===== src/rtl/ift_stim_sequencer.sv =====
// ----------------------------------------------------------------------------
// ift_stim_sequencer
//
// Purpose:
//   Holds a table of stimulus records {a, b, a_t, b_t, dur} and plays them into
//   an IFT-instrumented DUT. Each record is held for max(dur, 1) cycles. While
//   playing, the DUT taint output c_t is OR-accumulated and the index of the
//   first record that produced nonzero taint is captured.
//
// Ports:
//   clk, rst_n          clock (rising edge), asynchronous active-low reset
//   cfg_we/addr/wdata   record write port, accepted only when not playing
//   num_entries         number of records to play, sampled on start
//   start, abort        begin playback / stop playback (abort has priority)
//   a, b, a_t, b_t      registered drive into the DUT, 0 when not playing
//   c_t                 DUT taint output being monitored
//   busy, done          playing / one-cycle completion pulse
//   entry_idx           record currently driven
//   c_t_acc             OR of c_t over all played cycles
//   first_taint_vld/idx first played cycle with c_t != 0 and its record index
// ----------------------------------------------------------------------------
module ift_stim_sequencer #(
   parameter int DEPTH   = 18,
   parameter int TAINT_W = 32,
   parameter int DUR_W   = 16,
   parameter int IDX_W   = $clog2(DEPTH)
) (
   input  logic                             clk,
   input  logic                             rst_n,
   input  logic                             cfg_we,
   input  logic [IDX_W-1:0]                 cfg_addr,
   input  logic [2+2*TAINT_W+DUR_W-1:0]     cfg_wdata,
   input  logic [IDX_W:0]                   num_entries,
   input  logic                             start,
   input  logic                             abort,
   output logic                             a,
   output logic                             b,
   output logic [TAINT_W-1:0]               a_t,
   output logic [TAINT_W-1:0]               b_t,
   input  logic [TAINT_W-1:0]               c_t,
   output logic                             busy,
   output logic                             done,
   output logic [IDX_W-1:0]                 entry_idx,
   output logic [TAINT_W-1:0]               c_t_acc,
   output logic                             first_taint_vld,
   output logic [IDX_W-1:0]                 first_taint_idx
);

   localparam int             REC_W   = 2 + 2*TAINT_W + DUR_W;
   localparam logic [IDX_W:0] DEPTH_N = (IDX_W+1)'(DEPTH);

   typedef enum logic [1:0] {IDLE, PLAY, DONE} state_e;

   state_e               state_q, state_d;
   logic [IDX_W-1:0]     entry_q, entry_d;
   logic [IDX_W:0]       n_q, n_d;
   logic [DUR_W-1:0]     hold_q, hold_d;      // remaining hold cycles minus one
   logic                 a_q, a_d, b_q, b_d;
   logic [TAINT_W-1:0]   at_q, at_d, bt_q, bt_d;
   logic [TAINT_W-1:0]   acc_q, acc_d;
   logic                 ftv_q, ftv_d;
   logic [IDX_W-1:0]     fti_q, fti_d;

   logic [REC_W-1:0]     mem_q [DEPTH];

   logic [IDX_W-1:0]     rd_idx;
   logic [REC_W-1:0]     rd_rec;
   logic [DUR_W-1:0]     rd_dur;
   logic [DUR_W-1:0]     rd_hold;
   logic                 last_entry;

   // NOTE: the record table has no reset; its contents only matter once the
   // host has written them, and leaving it unreset lets it map onto RAM.
   always_ff @(posedge clk) begin
      if (cfg_we && state_q != PLAY && {1'b0, cfg_addr} < DEPTH_N)
         mem_q[cfg_addr] <= cfg_wdata;
   end

   // Record to load on the next transition: entry 0 on start, otherwise the
   // successor of the current entry.
   assign last_entry = ({1'b0, entry_q} == n_q - 1'b1);
   assign rd_idx     = (state_q == PLAY && !last_entry) ? entry_q + 1'b1 : '0;
   assign rd_rec     = mem_q[rd_idx];
   assign rd_dur     = rd_rec[DUR_W-1:0];
   assign rd_hold    = (rd_dur == '0) ? '0 : rd_dur - 1'b1;

   // State register.
   // NOTE: sequential state uses non-blocking assignments so every register
   // samples the pre-edge value of every other register.
   always_ff @(posedge clk or negedge rst_n) begin
      if (!rst_n) begin
         state_q <= IDLE;
         entry_q <= '0;
         n_q     <= '0;
         hold_q  <= '0;
         a_q     <= 1'b0;
         b_q     <= 1'b0;
         at_q    <= '0;
         bt_q    <= '0;
         acc_q   <= '0;
         ftv_q   <= 1'b0;
         fti_q   <= '0;
      end else begin
         state_q <= state_d;
         entry_q <= entry_d;
         n_q     <= n_d;
         hold_q  <= hold_d;
         a_q     <= a_d;
         b_q     <= b_d;
         at_q    <= at_d;
         bt_q    <= bt_d;
         acc_q   <= acc_d;
         ftv_q   <= ftv_d;
         fti_q   <= fti_d;
      end
   end

   // Next-state logic.
   always_comb begin
      // NOTE: every variable gets a default first so no path infers a latch.
      state_d = state_q;
      entry_d = entry_q;
      n_d     = n_q;
      hold_d  = hold_q;
      a_d     = a_q;
      b_d     = b_q;
      at_d    = at_q;
      bt_d    = bt_q;
      acc_d   = acc_q;
      ftv_d   = ftv_q;
      fti_d   = fti_q;

      case (state_q)
         IDLE: begin
            if (start && !abort) begin
               acc_d = '0;
               ftv_d = 1'b0;
               fti_d = '0;
               if (num_entries != '0) begin
                  n_d     = (num_entries > DEPTH_N) ? DEPTH_N : num_entries;
                  state_d = PLAY;
                  entry_d = '0;
                  hold_d  = rd_hold;
                  {a_d, b_d, at_d, bt_d} = rd_rec[REC_W-1:DUR_W];
               end else begin
                  state_d = DONE;
               end
            end
         end

         PLAY: begin
            // Every played cycle is monitored, including the one that aborts.
            acc_d = acc_q | c_t;
            if (c_t != '0 && !ftv_q) begin
               ftv_d = 1'b1;
               fti_d = entry_q;
            end

            if (abort || (hold_q == '0 && last_entry)) begin
               state_d = abort ? IDLE : DONE;
               entry_d = '0;
               hold_d  = '0;
               a_d     = 1'b0;
               b_d     = 1'b0;
               at_d    = '0;
               bt_d    = '0;
            end else if (hold_q == '0) begin
               // Back-to-back load: no gap cycle between records.
               entry_d = entry_q + 1'b1;
               hold_d  = rd_hold;
               {a_d, b_d, at_d, bt_d} = rd_rec[REC_W-1:DUR_W];
            end else begin
               hold_d = hold_q - 1'b1;
            end
         end

         DONE:    state_d = IDLE;
         default: state_d = IDLE;
      endcase
   end

   // Outputs.
   always_comb begin
      busy            = (state_q == PLAY);
      done            = (state_q == DONE);
      a               = a_q;
      b               = b_q;
      a_t             = at_q;
      b_t             = bt_q;
      entry_idx       = entry_q;
      c_t_acc         = acc_q;
      first_taint_vld = ftv_q;
      first_taint_idx = fti_q;
   end

endmodule


===== config.mk =====
export PLATFORM = sky130hd
export DESIGN_NAME = ift_stim_sequencer
export DESIGN_NICKNAME = d
export VERILOG_FILES = /design/src/rtl/ift_stim_sequencer.sv
export SDC_FILE = /design/constraint.sdc
export NUM_CORES = 2
export LEC_CHECK = 0
export BUFFER_PORTS_ARGS = -buffer_cell sky130_fd_sc_hd__buf_4
export CORE_MARGIN = 5
export CORE_UTILIZATION = 65
export CTS_CLUSTER_SIZE = 20
export DETAILED_ROUTE_END_ITERATION = 12
export PLACE_DENSITY = 0.83
export SLEW_MARGIN = 15
export SYNTH_ARGS = -nofsm -noshare
export SYNTH_HDL_FRONTEND = slang
export SYNTH_SLANG_ARGS = --single-unit

===== constraint.sdc =====
create_clock -name clk -period 16.1 [get_ports clk]
set_input_delay 4.83 -clock clk [delete_from_list [all_inputs] [get_ports clk]]
set_output_delay 4.83 -clock clk [all_outputs]
set_load 0.05 [all_outputs]

==> impl_metrics.prom <==
# TYPE chip_impl_metric gauge
chip_impl_info{name="critical_path_class",value="in2reg"} 1
chip_impl_info{name="synth_top_area_cell",value="sky130_fd_sc_hd__edfxtp_1"} 1
chip_impl_metric{name="mapped_area",unit="um^2"} 64200
chip_impl_metric{name="seqPwrFrac",unit=""} 0.494
chip_impl_metric{name="cap_viol_max_count",unit=""} 0
chip_impl_info{name="synth.most_common_cell",value="sky130_fd_sc_hd__edfxtp_1"} 1
chip_impl_info{name="run_status",value="finished clean"} 1
chip_impl_metric{name="final-hold-violation-count",unit=""} 0
chip_impl_metric{name="antenna_viol_nets_final",unit=""} 0
chip_impl_info{name="synth.top_cells.by_area",value="sky130_fd_sc_hd__edfxtp_1 (69%), sky130_fd_sc_hd__dfrtp_1 (5.2%), sky130_fd_sc_hd__nand2_1 (3.9%), sky130_fd_sc_hd__o211ai_1 (2.5%), sky130_fd_sc_hd__o21ai_0 (2.0%)"} 1
chip_impl_info{name="timing.critical_path.from_type",value="primary input"} 1
chip_impl_metric{name="peakVddDrop",unit="uV"} 119
chip_impl_metric{name="nets",unit=""} 4847
chip_impl_metric{name="post_cts.repair.setup_buffers",unit=""} 0
chip_impl_metric{name="core_area",unit="um^2"} 98100
chip_impl_metric{name="timing.critical_path.buf_inv",unit=""} 2
chip_impl_metric{name="boundaryPins",unit=""} 241
chip_impl_metric{name="die-height",unit="um"} 324
chip_impl_metric{name="route.vias.total",unit=""} 42700
chip_impl_metric{name="ctsLongestPathBuffers",unit=""} 3
chip_impl_metric{name="number_of_search_and_repair_iterations_in_the_first_detailed_routing_pass",unit=""} 7
chip_impl_metric{name="netlist.area_leader.share",unit=""} 0.691
chip_impl_metric{name="grt_first_pass_wirelength",unit="um"} 260000
chip_impl_metric{name="required",unit="ps"} 16690
chip_impl_info{name="grt_setup_unrepaired",value="no"} 1
chip_impl_metric{name="worstPathArrival",unit="ps"} 7910
chip_impl_metric{name="timing.critical_path.slowest_cell_delay",unit="ps"} 930
chip_impl_info{name="root_buffer",value="sky130_fd_sc_hd__clkbuf_16"} 1
chip_impl_metric{name="swShare",unit=""} 0.272
chip_impl_metric{name="final_report_max_slew_violation_count",unit=""} 0
chip_impl_metric{name="finalSetupViolations",unit=""} 0
chip_impl_metric{name="intPower",unit="mW"} 7.05
chip_impl_metric{name="postLayoutCellArea",unit="um^2"} 72100
chip_impl_metric{name="clock_skew",unit="ps"} 50.8
chip_impl_info{name="tritoncts_clock_tree",value="done"} 1
chip_impl_info{name="ys_top_cells_by_count",value="sky130_fd_sc_hd__edfxtp_1 (1,476), sky130_fd_sc_hd__nand2_1 (675), sky130_fd_sc_hd__clkbuf_1 (287)"} 1
chip_impl_metric{name="power_density",unit="nW/um^2"} 134
chip_impl_metric{name="synth-seq-area-share",unit=""} 0.743
chip_impl_metric{name="grt_max_degree",unit=""} 188
chip_impl_metric{name="global_route.overflow_total",unit=""} 0
chip_impl_metric{name="synth.lib_cells_used.distinct",unit=""} 79
chip_impl_metric{name="hold_buffers",unit=""} 0
chip_impl_metric{name="netlist_instances",unit=""} 4574
chip_impl_info{name="start_point_of_the_critical_path",value="num_entries[4]"} 1
chip_impl_metric{name="worstSkewPairLatency",unit="ps"} 770
chip_impl_metric{name="floorplan.initialDensity",unit=""} 0.654
chip_impl_metric{name="worstPathMaxFanout",unit=""} 41
chip_impl_metric{name="pwr-share-comb",unit=""} 0.147
chip_impl_metric{name="area_growth",unit="%"} 12.4
chip_impl_metric{name="track_usage",unit=""} 0.331
chip_impl_metric{name="postSynthRegisterBits",unit=""} 1609
chip_impl_info{name="timing.hold.worst.start",value="a_t[19]$_DFFE_PN0P_"} 1
chip_impl_metric{name="layout.cells.non_filler",unit=""} 6135
chip_impl_metric{name="floorplan.rows",unit=""} 115
chip_impl_metric{name="worst_slew_pin_slew",unit="ps"} 1340
chip_impl_metric{name="net_switching_power_figure",unit="mW"} 2.64
chip_impl_metric{name="setup-tns-final",unit="ps"} 0
chip_impl_metric{name="max_freq",unit="MHz"} 137
chip_impl_metric{name="wl",unit="um"} 175000
chip_impl_metric{name="cts_made_buffers",unit=""} 154
chip_impl_info{name="hold_path_class",value="reg2reg"} 1
chip_impl_metric{name="placedCellCount",unit=""} 5844
chip_impl_metric{name="ys_warn_count",unit=""} 0
chip_impl_metric{name="synth_nets",unit=""} 4708
chip_impl_metric{name="total_leakage_power",unit="nW"} 23.8
chip_impl_metric{name="floorplan.die_area",unit="um^2"} 105000
chip_impl_info{name="synth-main-ff-cell",value="sky130_fd_sc_hd__edfxtp_1"} 1
chip_impl_metric{name="cts-htree-levels",unit=""} 4
chip_impl_info{name="worst_path_dominant_cell_family",value="compound AO/OA/AOI/OAI gates"} 1
chip_impl_metric{name="number_of_remaining_drc_errors",unit=""} 0
chip_impl_metric{name="post_route_cells_drive_above_1_share",unit=""} 0.126
chip_impl_metric{name="grt_pass1_vias",unit=""} 42100
chip_impl_metric{name="gpl.final_weighted_congestion",unit=""} 0.885
chip_impl_info{name="cpMaxStageDelayCell",value="sky130_fd_sc_hd__o31ai_2"} 1
chip_impl_metric{name="placed_cell_area",unit="um^2"} 67200
chip_impl_metric{name="avgViaCountPerCell",unit=""} 6.97
chip_impl_metric{name="avgRoutedWirePerCell",unit="um"} 28.6
chip_impl_metric{name="number_of_synthesized_flops_with_an_enable_pin",unit=""} 1476
chip_impl_metric{name="clkSlewWorstSetupHoldPaths",unit="ps"} 60
chip_impl_info{name="worstPathCellList",value="buf_4, nor2_1, nand3_1, o31ai_2, nor2_1, o21ai_4, buf_4, o21ai_0"} 1
chip_impl_metric{name="postSynthAreaPerCell",unit="um^2"} 14.0
chip_impl_metric{name="grt_antenna_before_repair",unit=""} 9
chip_impl_metric{name="cts-resized-gates",unit=""} 0
chip_impl_info{name="worst_setup_end_kind",value="flip-flop"} 1
chip_impl_metric{name="fin_crit_sh",unit=""} 0.455
chip_impl_metric{name="final.min_clock_period",unit="ps"} 7330
chip_impl_metric{name="place.port_buffers",unit=""} 240
chip_impl_metric{name="dr.first_iter.drc_count",unit=""} 6795
chip_impl_metric{name="pwr-share-clk",unit=""} 0.359
chip_impl_metric{name="dp_hpwl",unit="um"} 93600
chip_impl_info{name="worstReg2RegStart",value="entry_idx[0]$_DFFE_PN0P_"} 1
chip_impl_metric{name="tritoncts_num_sinks",unit=""} 1609
chip_impl_metric{name="slew-limit-headroom",unit=""} 0.102
chip_impl_metric{name="ys_async_sr_fraction",unit=""} 0.0827
chip_impl_metric{name="dieWidth",unit="um"} 324
-- registers in the layout, indices dropped and copies added (netlist names), 2 cells and up --
| register | flops |
|---|---|
| n_q | 6 |
| b_t | 32 |
| mem_q | 1476 |
| state_q | 2 |
| first_taint_idx | 5 |
| entry_idx | 5 |
| c_t_acc | 32 |
| hold_q | 16 |
| a_t | 32 |
-- per-stage QoR --
step | setup slack [ps] | util | hold slack (ps) | power [mW]
6_report | 8770 | 0.735 | 485 | 9.69
5_1_grt | 8610 | 0.735 | 510 | 9.97
4_1_cts | 8980 | 0.735 | 490 | 9.68
3_5_place_dp | 8210 | 0.685 | 476 | 6.26
3_3_place_gp | 8290 | 0.685 | 465 | 6.23
2_1_floorplan | 1700 | - | 471 | 5.72
-- power groups by stage --
stage | sequential [mW] | clock [mW] | combinational [mW]
5_1_grt | 4.79 | 3.68 | 1.50
3_5_place_dp | 4.87 | 0 | 1.39
4_1_cts | 4.78 | 3.49 | 1.40
3_3_place_gp | 4.87 | 0 | 1.36
6_report | 4.78 | 3.48 | 1.43
2_1_floorplan | 5.13 | 0 | 0.598
-- layer usage --
layer,up-vias,global-route usage,share of wire
met3,550,0.0799,0.14
met2,3465,0.525,0.47
met5,-,0,0.00021
li1,18000,-,-
met4,6,0.144,0.044
met1,20800,0.447,0.34
-- final timing paths --
| path | slack, ps | end | cells after the start |
|---|---|---|---|
| worst max register to register | 8960 | a_t[22]$_DFFE_PN0P_ | 14 |
| max in group asynchronous | 10460 | b_t[10]$_DFFE_PN0P_ | 2 |
| min in group asynchronous | 4080 | a_t[14]$_DFFE_PN0P_ | 1 |
| worst min-delay path | 490 | a_t[19]$_DFFE_PN0P_ | 2 |
| worst min register to register | 490 | a_t[19]$_DFFE_PN0P_ | 2 |
| worst max-delay path | 8770 | a_t[6]$_DFFE_PN0P_ | 8 |
-- placed cells by master, fill, tap and decap left out, drive strengths merged, types with 8 or more instances in the layout --
cell    netlist  layout
a211oi       23      23
a21oi       145     145
a221oi       12      12
a22o          8       8
a22oi         9       9
a311oi       70      70
a31oi        72      72
and3         74      74
buf          51     321
clkbuf      287     216
clkinv        0      57
dfrtp       133     133
edfxtp     1476    1476
inv          12      16
mux2         30      30
mux2i       109     109
nand2       675     675
nand2b        9       9
nand3       218     218
nor2        175     175
nor2b         8       8
nor3         32      32
nor4         17      17
o211ai      212     212
o21ai       266     266
o221ai       83      83
o22ai        91      91
o31ai        13      13
or3         141     141
xnor2        15      15
xor2         16      16
-- worst reg2reg max path, cell delays in order, from the launching register on --
cell,delay (ps)
sky130_fd_sc_hd__dfrtp_4,890
sky130_fd_sc_hd__ha_1,620
sky130_fd_sc_hd__xnor2_2,180
sky130_fd_sc_hd__buf_4,480
sky130_fd_sc_hd__nor2_1,190
sky130_fd_sc_hd__o21ai_4,100
sky130_fd_sc_hd__buf_4,520
sky130_fd_sc_hd__buf_12,590
sky130_fd_sc_hd__buf_4,1040
sky130_fd_sc_hd__buf_4,870
sky130_fd_sc_hd__o21ai_0,350
sky130_fd_sc_hd__o211ai_1,250
sky130_fd_sc_hd__o21ai_0,150
sky130_fd_sc_hd__a21oi_1,640
sky130_fd_sc_hd__o21ai_0,150
-- final cells by class --
type	instances	area (um^2)
inverter	12	52.6
timing repair buffer	321	2490
clock buffer	216	4230
sequential	1609	47700
clock inverter	68	616
antenna	7	17.5
multi-input combinational	2615	15400
fill	5541	26000
tap	1287	1610
-- cells by family (layout without fill, tap and decap cells) --
group           Yosys count  in the layout  share of synthesized area
xor+xnor                 31             31                    0.00423
mux                     144            144                     0.0240
flops                  1609           1609                      0.743
simple gates           1377           1377                     0.0977
fa+ha+maj                 4              4                   0.000780
compound gates         1059           1059                      0.110
buf+inv                 350            617                     0.0210
other cells               0              7                          0
(Power assumes the default switching activity.)
